## src/rtl/usb_pkt_tx.sv

```systemverilog
// Device-side USB packet transmitter: [SYNC] PID [payload CRC16] as a backpressured byte stream.
// Define USB_TX_SYNC_EN to prefix every packet with a 0x80 SYNC byte carrying out_sop.
module usb_pkt_tx #(
    parameter int MAX_LEN = 64
) (
    input  logic                       clk,
    input  logic                       rst_n,
    input  logic                       wr_en,
    input  logic [$clog2(MAX_LEN)-1:0] wr_addr,
    input  logic [7:0]                 wr_data,
    input  logic                       req_valid,
    output logic                       req_ready,
    input  logic [3:0]                 req_pid,
    input  logic [$clog2(MAX_LEN):0]   req_len,
    output logic                       out_valid,
    input  logic                       out_ready,
    output logic [7:0]                 out_data,
    output logic                       out_sop,
    output logic                       out_eop,
    output logic                       busy,
    output logic                       tx_done
);
    localparam int AW = $clog2(MAX_LEN);
    localparam logic [AW:0] LEN_MAX = (AW+1)'(MAX_LEN);

`ifdef USB_TX_SYNC_EN
    typedef enum logic [2:0] {S_IDLE, S_SYNC, S_PID, S_DATA, S_CRC_LO, S_CRC_HI} state_t;
`else
    typedef enum logic [2:0] {S_IDLE, S_PID, S_DATA, S_CRC_LO, S_CRC_HI} state_t;
`endif

    state_t        state;
    logic [7:0]    mem [MAX_LEN];
    logic [7:0]    rd_data;
    logic [AW-1:0] nidx;
    logic [AW-1:0] rd_addr;
    logic [AW:0]   remain;
    logic [AW:0]   len_clamp;
    logic          is_data;
    logic [15:0]   crc;
    logic [15:0]   crc_nxt;
    logic          adv;
    logic          accept;
    logic          take;
    logic          fin;
    logic          wr_ok;
`ifdef USB_TX_SYNC_EN
    logic [7:0]    pid_byte;
`endif

    // Reflected CRC16 (poly 0xA001), one byte LSB-first.
    function automatic logic [15:0] crc16_upd(input logic [15:0] c, input logic [7:0] d);
        logic [15:0] r;
        r = c ^ {8'h00, d};
        for (int i = 0; i < 8; i++)
            r = r[0] ? ((r >> 1) ^ 16'hA001) : (r >> 1);
        return r;
    endfunction

    always_comb begin
        adv       = out_valid && out_ready;
        accept    = req_valid && req_ready;
        wr_ok     = wr_en && !busy;
        take      = adv && (remain != '0) &&
                    (((state == S_PID) && is_data) || (state == S_DATA));
        rd_addr   = take ? nidx + AW'(1) : nidx;
        crc_nxt   = crc16_upd(crc, out_data);
        len_clamp = (req_len > LEN_MAX) ? LEN_MAX : req_len;
        fin       = adv && (((state == S_PID) && !is_data) || (state == S_CRC_HI));
    end

    // Write-first buffer: rd_data always holds the next payload byte to present.
    always_ff @(posedge clk) begin
        if (wr_ok)
            mem[wr_addr] <= wr_data;
        rd_data <= (wr_ok && (wr_addr == rd_addr)) ? wr_data : mem[rd_addr];
    end

    always_ff @(posedge clk or negedge rst_n) begin
        if (!rst_n) begin
            state     <= S_IDLE;
            out_valid <= 1'b0;
            out_data  <= 8'h00;
            out_sop   <= 1'b0;
            out_eop   <= 1'b0;
            busy      <= 1'b0;
            tx_done   <= 1'b0;
            req_ready <= 1'b1;
            crc       <= 16'hFFFF;
            nidx      <= '0;
            remain    <= '0;
            is_data   <= 1'b0;
`ifdef USB_TX_SYNC_EN
            pid_byte  <= 8'h00;
`endif
        end else begin
            tx_done <= 1'b0;
            nidx    <= (state == S_IDLE) ? '0 : rd_addr;
            if (adv)
                out_sop <= 1'b0;
            case (state)
                S_IDLE: begin
                    if (accept) begin
                        is_data   <= (req_pid[1:0] == 2'b11);
                        remain    <= len_clamp;
                        crc       <= 16'hFFFF;
                        out_valid <= 1'b1;
                        out_sop   <= 1'b1;
                        busy      <= 1'b1;
                        req_ready <= 1'b0;
`ifdef USB_TX_SYNC_EN
                        pid_byte  <= {~req_pid, req_pid};
                        state     <= S_SYNC;
                        out_data  <= 8'h80;
                        out_eop   <= 1'b0;
`else
                        state     <= S_PID;
                        out_data  <= {~req_pid, req_pid};
                        out_eop   <= (req_pid[1:0] != 2'b11);
`endif
                    end
                end
`ifdef USB_TX_SYNC_EN
                S_SYNC: begin
                    if (adv) begin
                        state    <= S_PID;
                        out_data <= pid_byte;
                        out_eop  <= !is_data;
                    end
                end
`endif
                S_PID: begin
                    if (adv && is_data) begin
                        if (remain != '0) begin
                            state    <= S_DATA;
                            out_data <= rd_data;
                            remain   <= remain - (AW+1)'(1);
                        end else begin
                            state    <= S_CRC_LO;
                            out_data <= ~crc[7:0];
                        end
                    end
                end
                // CRC folds in each payload byte only as the sink takes it.
                S_DATA: begin
                    if (adv) begin
                        crc <= crc_nxt;
                        if (remain != '0) begin
                            out_data <= rd_data;
                            remain   <= remain - (AW+1)'(1);
                        end else begin
                            state    <= S_CRC_LO;
                            out_data <= ~crc_nxt[7:0];
                        end
                    end
                end
                S_CRC_LO: begin
                    if (adv) begin
                        state    <= S_CRC_HI;
                        out_data <= ~crc[15:8];
                        out_eop  <= 1'b1;
                    end
                end
                S_CRC_HI: ;
                default: state <= S_IDLE;
            endcase
            if (fin) begin
                state     <= S_IDLE;
                out_valid <= 1'b0;
                out_data  <= 8'h00;
                out_sop   <= 1'b0;
                out_eop   <= 1'b0;
                busy      <= 1'b0;
                req_ready <= 1'b1;
                tx_done   <= 1'b1;
            end
        end
    end
endmodule

```

## config.mk

```make
export PLATFORM = sky130hd
export DESIGN_NAME = usb_pkt_tx
export DESIGN_NICKNAME = d
export VERILOG_FILES = /design/src/rtl/usb_pkt_tx.sv
export SDC_FILE = /design/constraint.sdc
export NUM_CORES = 1
export LEC_CHECK = 0
export CAP_MARGIN = 20
export CORE_MARGIN = 2
export CORE_UTILIZATION = 40
export DETAILED_ROUTE_END_ITERATION = 10
export GPL_ROUTABILITY_DRIVEN = 0
export GPL_TIMING_DRIVEN = 0
export HOLD_SLACK_MARGIN = 0.02
export PLACE_DENSITY = 0.64
export SLEW_MARGIN = 20
export SYNTH_ARGS = -nofsm -noshare
export SYNTH_HDL_FRONTEND = slang
export SYNTH_SLANG_ARGS = --single-unit
```

## constraint.sdc

```tcl
create_clock -name clk -period 5.05 [get_ports clk]
set_input_delay 0.7575 -clock clk [delete_from_list [all_inputs] [get_ports clk]]
set_output_delay 0.7575 -clock clk [all_outputs]
set_load 0.01 [all_outputs]
```

==> impl_metrics.py, run 1 <==
metrics = {
    "sta": {
        "worstMarginPinSlew_ns": 1.14,
        "slew_viol_final": 0,
        "rsz0062_at_grt": "false",
        "hold_violations": 0,
        "fmax_ghz": 0.274,
        "min_period_ns": 3.64,
        "skew_ns": 0.0252,
        "fin_crit_sh": 0.721,
        "setup_viol": 0,
        "slew-limit-headroom": 0.241,
        "setup_tns_ns": 0,
    },
    "global_routing": {
        "use_met3": 0.0333,
        "grt_usage": 0.193,
        "antenna_found_initial": 3,
        "grt_pass1_wl_mm": 82.5,
        "overflow": 0,
        "use_met1": 0.275,
        "grt.busiest_layer": "met2",
        "grt_use_met2": 0.306,
        "grt_pass1_vias": 12124,
        "grt_max_degree": 50,
    },
    "power_and_ir_drop": {
        "p_leak_nw": 8.19,
        "power.total_mw": 11.7,
        "p_per_area_mw_per_mm2": 446,
        "ir_drop_uv": 314,
    },
    "synthesis": {
        "yosysWarnings": 0,
        "synth.area.top_cells": "edfxtp_1 67%, mux4_2 13%, dfrtp_1 3.2%",
        "synth-edff-count": 512,
        "synth.avg_cell_area_sq_um": 19.0,
        "synth_seq_cells": 564,
        "synth_seq_area_share": 0.731,
        "yosysUniqueCellTypes": 69,
        "async_reset_ff_frac": 0.0816,
        "syn_area_sq_mm": 0.0228,
        "synth_ff_type": "edfxtp_1",
        "synth_nets": 1234,
        "synth_top_area_cell": "edfxtp_1",
        "synth_cells": 1201,
        "netlist.area_leader.share": 0.674,
    },
    "worst_setup_path": {
        "crit_path_end_kind": "register",
        "path_max_fanout": 10,
        "required_ns": 5.53,
        "cp-start-kind": "register",
        "path_class": "register to register",
        "crit_family": "buffers and inverters",
        "cpMostUsedCell": "buf_2",
        "cp_data_arrival_time_ns": 4.12,
        "critPathMaxStageDelay_ns": 0.49,
        "cp_slowest_cell": "buf_2",
        "path_cells": "buf_6 -> buf_4 -> buf_2 -> buf_2 -> buf_2 -> mux4_2 -> mux2i_1 -> a211oi_1 -> o21ai_0 -> nand4_1",
        "cp_num_buf_inv": 5,
    },
    "floorplanning": {
        "pin_count": 44,
        "die-area_sq_mm": 0.0590,
        "die_h_microns": 243,
        "rows": 87,
        "die_w_microns": 243,
        "coreArea_sq_mm": 0.0564,
        "initial_utilization": 0.405,
    },
    "drt": {
        "vias_per_cell": 5.73,
        "wl_mm": 56.9,
        "vias": 12079,
        "wire_per_inst_microns": 27.0,
        "drtAntennaViolNets": 0,
        "drc": 0,
        "first_iter_violations": 1328,
        "firstDrtPassIters": 6,
    },
    "clock_tree": {
        "clock_latency_ns": 0.63,
        "clkSinkCount": 564,
        "path_clk_slew_ns": 0.06,
        "postCtsHoldBufs": 0,
        "numCtsBuffers": 55,
        "h-tree-depth": 2,
        "cts-root-buf": "clkbuf_16",
        "tritoncts": "done",
        "cts_max_path_buffers": 3,
        "post_cts_resized": 0,
        "cts_setup_buffers": 0,
    },
    "outcome": {
        "run_status": "finished, final reports clean",
    },
    "final_layout": {
        "drive_gt1_frac": 0.221,
        "fin_nets": 1341,
        "antenna_cells": 0,
        "area_growth_pct": 14.6,
    },
    "job": {
        "maxCapViolCount": 0,
    },
    "place": {
        "portBuffers": 40,
        "post-dp-hpwl_mm": 37.4,
    },
    "min_path": {
        "hold_path.class": "input port to asynchronous set/reset pin",
    },
}
-- cell usage in the layout, fill, tap and decap left out, types with 5 or more instances in the layout --
cell | synthesis | layout
a221o_1 | 5 | 5
nor3b_1 | 5 | 5
clkinv_1 | 0 | 12
clkinv_2 | 0 | 9
xor2_1 | 8 | 8
edfxtp_1 | 512 | 512
buf_2 | 19 | 28
nor3_1 | 9 | 9
mux4_2 | 135 | 135
a21oi_1 | 32 | 32
a211oi_1 | 9 | 9
clkbuf_1 | 25 | 34
bufinv_16 | 0 | 7
nand4_1 | 6 | 6
inv_1 | 13 | 13
clkdlybuf4s50_1 | 0 | 31
nand2_1 | 42 | 42
o21ai_0 | 26 | 26
and3_1 | 6 | 6
buf_4 | 7 | 7
o22ai_1 | 7 | 7
o31ai_1 | 5 | 5
dfstp_2 | 17 | 17
mux2_2 | 6 | 6
mux4_1 | 8 | 8
buf_6 | 5 | 6
nand3_1 | 16 | 16
nor2_1 | 108 | 107
clkbuf_16 | 0 | 55
dfrtp_1 | 29 | 29
o22a_1 | 7 | 7
o221ai_1 | 8 | 8
nor2b_1 | 16 | 16
xnor2_1 | 22 | 22
mux2i_1 | 14 | 14
dfxtp_1 | 6 | 6
buf_12 | 1 | 10
-- report_power, final --
part	switching (mW)	total (mW)	internal (mW)
Sequential	0.144	5.40	5.26
Clock	1.79	4.19	2.40
Combinational	1.21	2.07	0.861
-- sequential cells by signal, indices dropped and copies added, names as in the netlist, named ones only --
| signal | count |
|---|---|
| busy | 1 |
| crc | 16 |
| is_data | 1 |
| mem | 512 |
| nidx | 6 |
| out_data | 8 |
| out_eop | 1 |
| out_sop | 1 |
| remain | 7 |
| req_ready | 1 |
| state | 3 |
| tx_done | 1 |
-- layout make-up --
cell class | instances | area (sq um)
Fill cell | 4806 | 30200
Multi-Input combinational cell | 564 | 5760
Tap cell | 756 | 946
Sequential cell | 564 | 16700
Inverter | 13 | 48.8
Clock buffer | 67 | 1440
Clock inverter | 34 | 394
Buffer | 60 | 342
Timing Repair Buffer | 50 | 547
-- metrics by stage --
stage	hold WS (ns)	worst slack, ns	instance area (sq um)	utilization	cells
5_1_grt	0.137	1.28	26100	0.464	2108
3_5_place_dp	0.462	1.41	24300	0.431	2006
4_1_cts	0.101	1.40	26100	0.463	2107
2_1_floorplan	0.442	2.58	22800	-	1201
6_report	0.101	1.41	26100	0.464	2108
3_3_place_gp	0.461	1.31	24200	0.428	1997
-- final timing paths --
check | cells after the start | startpoint | end | slack (ns)
min in group clk | 2 | out_sop | out_sop | 0.48
max in group asynchronous | 2 | rst_n | crc[12] | 4.35
worst min register to register | 2 | out_sop | out_sop | 0.48
worst min-delay path | 1 | rst_n | tx_done | 0.10
worst max-delay path | 10 | register | out_data[7] | 1.41
worst max register to register | 10 | register | out_data[7] | 1.41
-- per-layer routing --
| metal | share of wire | vias up |
|---|---|---|
| met1 | 0.43 | 6332 |
| met2 | 0.47 | 557 |
| li1 | - | 5097 |
| met3 | 0.080 | 89 |
| met5 | 0.00039 | - |
| met4 | 0.023 | 4 |
-- cell usage after synthesis, drive strengths merged, types with 13 or more instances --
master	count
mux2i	14
inv	13
edfxtp	512
mux4	143
nor2b	16
nor2	108
xnor2	22
dfstp	17
nand3	16
clkbuf	27
nand2	42
buf	33
o21ai	29
a21oi	32
dfrtp	29
-- cells by family (layout without fill, tap and decap cells) --
logic type / after synthesis / count (layout) / share of synthesized area
AO/OA/AOI/OAI: 134 / 134 / 0.0393
AND/OR/NAND/NOR: 233 / 233 / 0.0474
buffers and inverters: 73 / 224 / 0.0171
flip-flops: 564 / 564 / 0.731
XOR/XNOR: 31 / 31 / 0.0125
multiplexers: 163 / 163 / 0.152
adder cells (fa/ha/maj): 3 / 3 / 0.00165
Power figures use the tool's default switching activity.
==> run 2, diff against run 1 <==
--- a/config.mk
+++ b/config.mk
@@ -12,7 +12,7 @@
 export GPL_ROUTABILITY_DRIVEN = 0
 export GPL_TIMING_DRIVEN = 0
 export HOLD_SLACK_MARGIN = 0.02
-export PLACE_DENSITY = 0.64
+export PLACE_DENSITY = 0.66
 export SLEW_MARGIN = 20
 export SYNTH_ARGS = -nofsm -noshare
 export SYNTH_HDL_FRONTEND = slang
==> constraint.sdc (replaced) <==
create_clock -name clk -period 2.95 [get_ports clk]
set_input_delay 0.4425 -clock clk [delete_from_list [all_inputs] [get_ports clk]]
set_output_delay 0.4425 -clock clk [all_outputs]
set_load 0.01 [all_outputs]
==> run 2 against run 1 <==
Effect of this change:
- the flow now finishes with violations (setup timing)
- sequential share of layout area is 0.76 points lower
- hold slack better by 0.12 ns
- flip-flop and latch count stayed put
- final area is 1.2% higher
- sequential power is 71% higher
- maximum frequency is 21% higher
- count of clock-buffer cells in the layout is 7 lower
- wire length is 0.79% lower
- global-route usage hardly changed
- critical path type unchanged
- critical endpoint is now mem[39][3]
==> impl_metrics.py, run 2 (same netlist as run 1, synthesis figures left out) <==
metrics = {
    "outcome": {
        "run_status": "complete, but fails checks",
        "failed_checks": "setup timing",
    },
    "clock_tree": {
        "clkSinkCount": 564,
        "cts_setup_buffers": 0,
        "cts-root-buf": "clkbuf_16",
        "cts_max_path_buffers": 3,
        "clock_latency_ns": 0.64,
        "h-tree-depth": 2,
        "path_clk_slew_ns": 0.06,
        "tritoncts": "done",
        "numCtsBuffers": 55,
    },
    "drt": {
        "first_iter_violations": 1536,
        "firstDrtPassIters": 5,
        "drtAntennaViolNets": 0,
        "wire_per_inst_microns": 26.8,
        "vias": 12195,
        "drc": 0,
        "wl_mm": 56.5,
        "vias_per_cell": 5.78,
    },
    "sta": {
        "hold_violations": 0,
        "setup_viol": 13,
        "fin_crit_sh": 1.02,
        "setup_tns_ns": -0.512,
        "fin_ws_ns": -0.0507,
        "rsz0062_at_grt": "true",
        "min_period_ns": 3.00,
        "fmax_ghz": 0.333,
        "slew-limit-headroom": 0.225,
        "worstMarginPinSlew_ns": 1.16,
        "skew_ns": 0.0448,
        "slew_viol_final": 0,
    },
    "global_routing": {
        "overflow": 0,
        "grt_usage": 0.193,
        "antenna_found_initial": 0,
        "grt_pass1_wl_mm": 82.9,
        "grt_max_degree": 50,
        "grt_pass1_vias": 12190,
    },
    "worst_setup_path": {
        "crit_path_end_kind": "register",
        "cp-start-kind": "register",
        "required_ns": 3.19,
        "cp_data_arrival_time_ns": 3.24,
        "cp_slowest_cell": "nor2_1",
        "path_max_fanout": 8,
        "path_cells": "nor2b_1 -> nand4_1 -> nor2_1",
        "critPathMaxStageDelay_ns": 1.04,
        "path_class": "register to register",
    },
    "floorplanning": {
        "die_w_microns": 243,
        "initial_utilization": 0.405,
        "pin_count": 44,
        "die_h_microns": 243,
        "coreArea_sq_mm": 0.0564,
        "die-area_sq_mm": 0.0590,
        "rows": 87,
    },
    "final_layout": {
        "top_regs": "mem x512, crc x16, out_data x8",
        "instances_no_fill": 2110,
        "regMostFlops": "mem",
        "final_common_cell": "edfxtp_1",
        "fin_util": 0.469,
        "multi_input_area_sq_mm": 0.00586,
        "regArea_sq_mm": 0.0167,
        "fillers": 4728,
        "antenna_cells": 0,
        "largest_reg_flops": 512,
        "fin_nets": 1341,
        "area_growth_pct": 16.0,
        "drive_gt1_frac": 0.246,
        "final_cell_mix": "512 x edfxtp_1, 135 x mux4_2, 97 x nor2_1",
    },
    "place": {
        "dp.cells": 2006,
        "post-dp-hpwl_mm": 37.2,
        "portBuffers": 40,
    },
    "power_and_ir_drop": {
        "p_per_area_mw_per_mm2": 767,
        "power.total_mw": 20.3,
        "ir_drop_uv": 532,
        "p_leak_nw": 8.25,
    },
    "job": {
        "maxCapViolCount": 0,
    },
    "min_path": {
        "hold_path.class": "input port to register",
    },
}
## run 2: cell count changes in the layout (fill, tap and decap cells not counted), moves of 6 or more
cell      change
nor2_2       +10
clkbuf_1      -8
mux2i_1       -6
buf_6        +12
nor2_1       -10
buf_2        -17
## run 2: worst max-delay path: cells and delay by family (launching register included)
family	cells	cell delay [ns]
simple gates	3	2.05
flops	1	0.55
## run 2: repair_timing
action | CTS | global route
pin swaps | 0 | 1
setup endpoints to repair | 21 | 108
gates resized for setup | 47 | 29
hold buffers | 1 | 0
hold endpoints to repair | 8 | 0
## run 2: path summary, 6_finish.rpt
kind,from,end,cells past startpoint,slack [ns]
worst max-delay path,busy,mem[39][3],3,-0.05
worst min-delay path,wr_data[5],mem[25][5],1,0.23
worst max register to register,busy,mem[39][3],3,-0.05
worst min register to register,nidx[5],register,1,0.49
max in group asynchronous,rst_n,crc[11],3,2.01
min in group asynchronous,rst_n,remain[5],2,0.32
## run 2: final cells by class
class                           count  share of cell area
Tap cell                          756              0.0357
Buffer                             60              0.0179
Multi-Input combinational cell    564               0.221
Sequential cell                   564               0.630
Inverter                           13             0.00184
Clock buffer                       60              0.0527
Clock inverter                     43              0.0196
Timing Repair Buffer               50              0.0209
## run 2: per-stage QoR
| stage | setup slack, ns | hold WS [ns] | instance area (sq um) |
|---|---|---|---|
| after floorplan | 0.479 | 0.147 | 22800 |
| after global placement | -0.723 | 0.464 | 24200 |
| after detailed placement | -0.749 | 0.450 | 24300 |
| after CTS | 0.00606 | 0.200 | 26400 |
| after global routing | -0.186 | 0.225 | 26500 |
| final | -0.0507 | 0.225 | 26500 |
## run 2: layer usage
layer / track usage / routed length, microns / up-vias
li1: - / - / 5116
met1: 0.269 / 23400 / 6357
met2: 0.301 / 26200 / 602
met3: 0.0437 / 5200 / 120
met4: 0.0632 / 1680 / 0
met5: 0 / 0 / -
## run 2: power breakdown
group	total (mW)	switching, mW	internal, mW	leakage, nW
logic	3.62	2.08	1.54	2.13
clock network	7.43	3.11	4.32	0.918
registers	9.25	0.251	9.00	5.20
==> run 3, diff against run 2 <==
--- a/config.mk
+++ b/config.mk
@@ -6,13 +6,15 @@
 export NUM_CORES = 1
 export LEC_CHECK = 0
 export CAP_MARGIN = 20
+export CORE_ASPECT_RATIO = 1.1
 export CORE_MARGIN = 2
-export CORE_UTILIZATION = 40
+export CORE_UTILIZATION = 41
+export CTS_CLUSTER_SIZE = 10
 export DETAILED_ROUTE_END_ITERATION = 10
 export GPL_ROUTABILITY_DRIVEN = 0
 export GPL_TIMING_DRIVEN = 0
 export HOLD_SLACK_MARGIN = 0.02
-export PLACE_DENSITY = 0.66
+export PLACE_DENSITY = 0.67
 export SLEW_MARGIN = 20
 export SYNTH_ARGS = -nofsm -noshare
 export SYNTH_HDL_FRONTEND = slang
==> run 3 against run 2 <==
Effect of this change:
- count of clock-buffer cells in the layout is 20 higher
- combinational power hardly changed
- sequential share of layout area is 0.29 points higher
- final cell count is 1.5% lower
- hold slack better by 0.072 ns
- the run now ends clean
- flip-flop and latch count stayed put
==> impl_metrics.py, run 3 (same netlist as run 1, synthesis figures left out) <==
metrics = {
    "outcome": {
        "run_status": "finished, final reports clean",
    },
    "clock_tree": {
        "cts_max_path_buffers": 3,
        "cts-root-buf": "clkbuf_16",
        "numCtsBuffers": 67,
        "clkSinkCount": 564,
        "h-tree-depth": 3,
        "clock_latency_ns": 0.59,
        "tritoncts": "done",
        "path_clk_slew_ns": 0.05,
    },
    "place": {
        "portBuffers": 40,
        "dp_slack_ns": -0.577,
        "dp.cells": 1987,
        "post-dp-hpwl_mm": 37.4,
    },
    "drt": {
        "first_iter_violations": 1393,
        "drc": 0,
        "wl_mm": 56.3,
        "vias_per_cell": 5.85,
        "firstDrtPassIters": 5,
        "drtAntennaViolNets": 0,
        "wire_per_inst_microns": 27.1,
        "vias": 12162,
    },
    "floorplanning": {
        "coreArea_sq_mm": 0.0550,
        "pin_count": 44,
        "initial_utilization": 0.415,
        "die_h_microns": 251,
        "die_w_microns": 229,
        "rows": 90,
        "die-area_sq_mm": 0.0576,
    },
    "final_layout": {
        "regArea_sq_mm": 0.0167,
        "fin_util": 0.479,
        "antenna_cells": 0,
        "drive_gt1_frac": 0.233,
        "largest_reg_flops": 512,
        "multi_input_area_sq_mm": 0.00581,
        "final_common_cell": "edfxtp_1",
        "fillers": 4573,
        "final_cell_mix": "512 x edfxtp_1, 135 x mux4_2, 104 x nor2_1",
        "area_growth_pct": 15.5,
        "top_regs": "mem x512, crc x16, out_data x8",
        "regMostFlops": "mem",
        "fin_nets": 1355,
        "instances_no_fill": 2079,
    },
    "power_and_ir_drop": {
        "ir_drop_uv": 408,
        "power.total_mw": 20.1,
        "p_per_area_mw_per_mm2": 764,
        "p_leak_nw": 8.25,
    },
    "sta": {
        "fin_crit_sh": 0.987,
        "fin_ws_ns": 0.0386,
        "worstMarginPinSlew_ns": 1.14,
        "hold_violations": 0,
        "fmax_ghz": 0.343,
        "min_period_ns": 2.91,
        "setup_tns_ns": 0,
        "setup_viol": 0,
        "slew-limit-headroom": 0.242,
        "skew_ns": 0.0233,
        "slew_viol_final": 0,
        "rsz0062_at_grt": "true",
    },
    "global_routing": {
        "overflow": 0,
        "grt_usage": 0.199,
        "antenna_found_initial": 2,
        "grt_pass1_wl_mm": 82.3,
        "grt_pass1_vias": 12330,
        "grt_max_degree": 51,
    },
    "worst_setup_path": {
        "path_max_fanout": 8,
        "crit_path_end_kind": "register",
        "path_class": "register to register",
        "required_ns": 3.14,
        "cp_data_arrival_time_ns": 3.11,
        "cp-start-kind": "register",
    },
    "min_path": {
        "hold_path.class": "input port to register",
    },
    "job": {
        "maxCapViolCount": 0,
    },
}
==> run 3: per-stage QoR <==
step                      hold slack (ns)  area [sq um]
final                               0.297         26300
after floorplan                     0.147         22800
after CTS                           0.264         26300
after global placement              0.457         24100
after detailed placement            0.451         24300
after global routing                0.294         26300
==> run 3: final cells by class <==
cell class / count / area share
Sequential cell: 564 / 0.633
Multi-Input combinational cell: 564 / 0.220
Clock buffer: 80 / 0.0671
Tap cell: 736 / 0.0350
Timing Repair Buffer: 53 / 0.0220
Buffer: 59 / 0.0166
Clock inverter: 10 / 0.00399
Inverter: 13 / 0.00214
==> run 3: worst paths after layout <==
path | slack, ns | cells after the start | endpoint | startpoint
worst max-delay path | 0.04 | 3 | mem[14][4] | busy
worst min-delay path | 0.30 | 1 | mem[6][5] | wr_data[5]
worst max register to register | 0.04 | 3 | mem[14][4] | busy
worst min register to register | 0.48 | 2 | out_sop | out_sop
max in group asynchronous | 1.98 | 3 | crc[11] | rst_n
min in group asynchronous | 0.37 | 2 | remain[1] | rst_n
==> run 3: where the power goes <==
part	total (mW)	internal, mW	switching (mW)
logic	3.59	1.52	2.07
clock network	7.28	4.29	2.99
registers	9.26	9.01	0.249
==> run 3: critical path: stages, from the launching register on <==
cell and delay (ns):
dfrtp_1 0.55, nor2_1 0.30, nand4_1 0.66, nor2_1 1.00
==> run 3: per-layer routing <==
| metal | vias to the layer above | global-route usage | share of wire |
|---|---|---|---|
| met3 | 109 | 0.0449 | 0.080 |
| li1 | 5105 | - | - |
| met4 | 2 | 0.0763 | 0.028 |
| met5 | - | 0 | 0.00032 |
| met1 | 6394 | 0.262 | 0.40 |
| met2 | 552 | 0.323 | 0.49 |
==> run 3: timing repair <==
item / 4_1_cts / 5_1_grt
buffers inserted: 1 / 1
hold buffers: 1 / 0
endpoints found under the setup margin: 23 / 34
endpoints found under the hold margin: 19 / 0
resized for setup: 37 / 17
pin swaps: 0 / 0
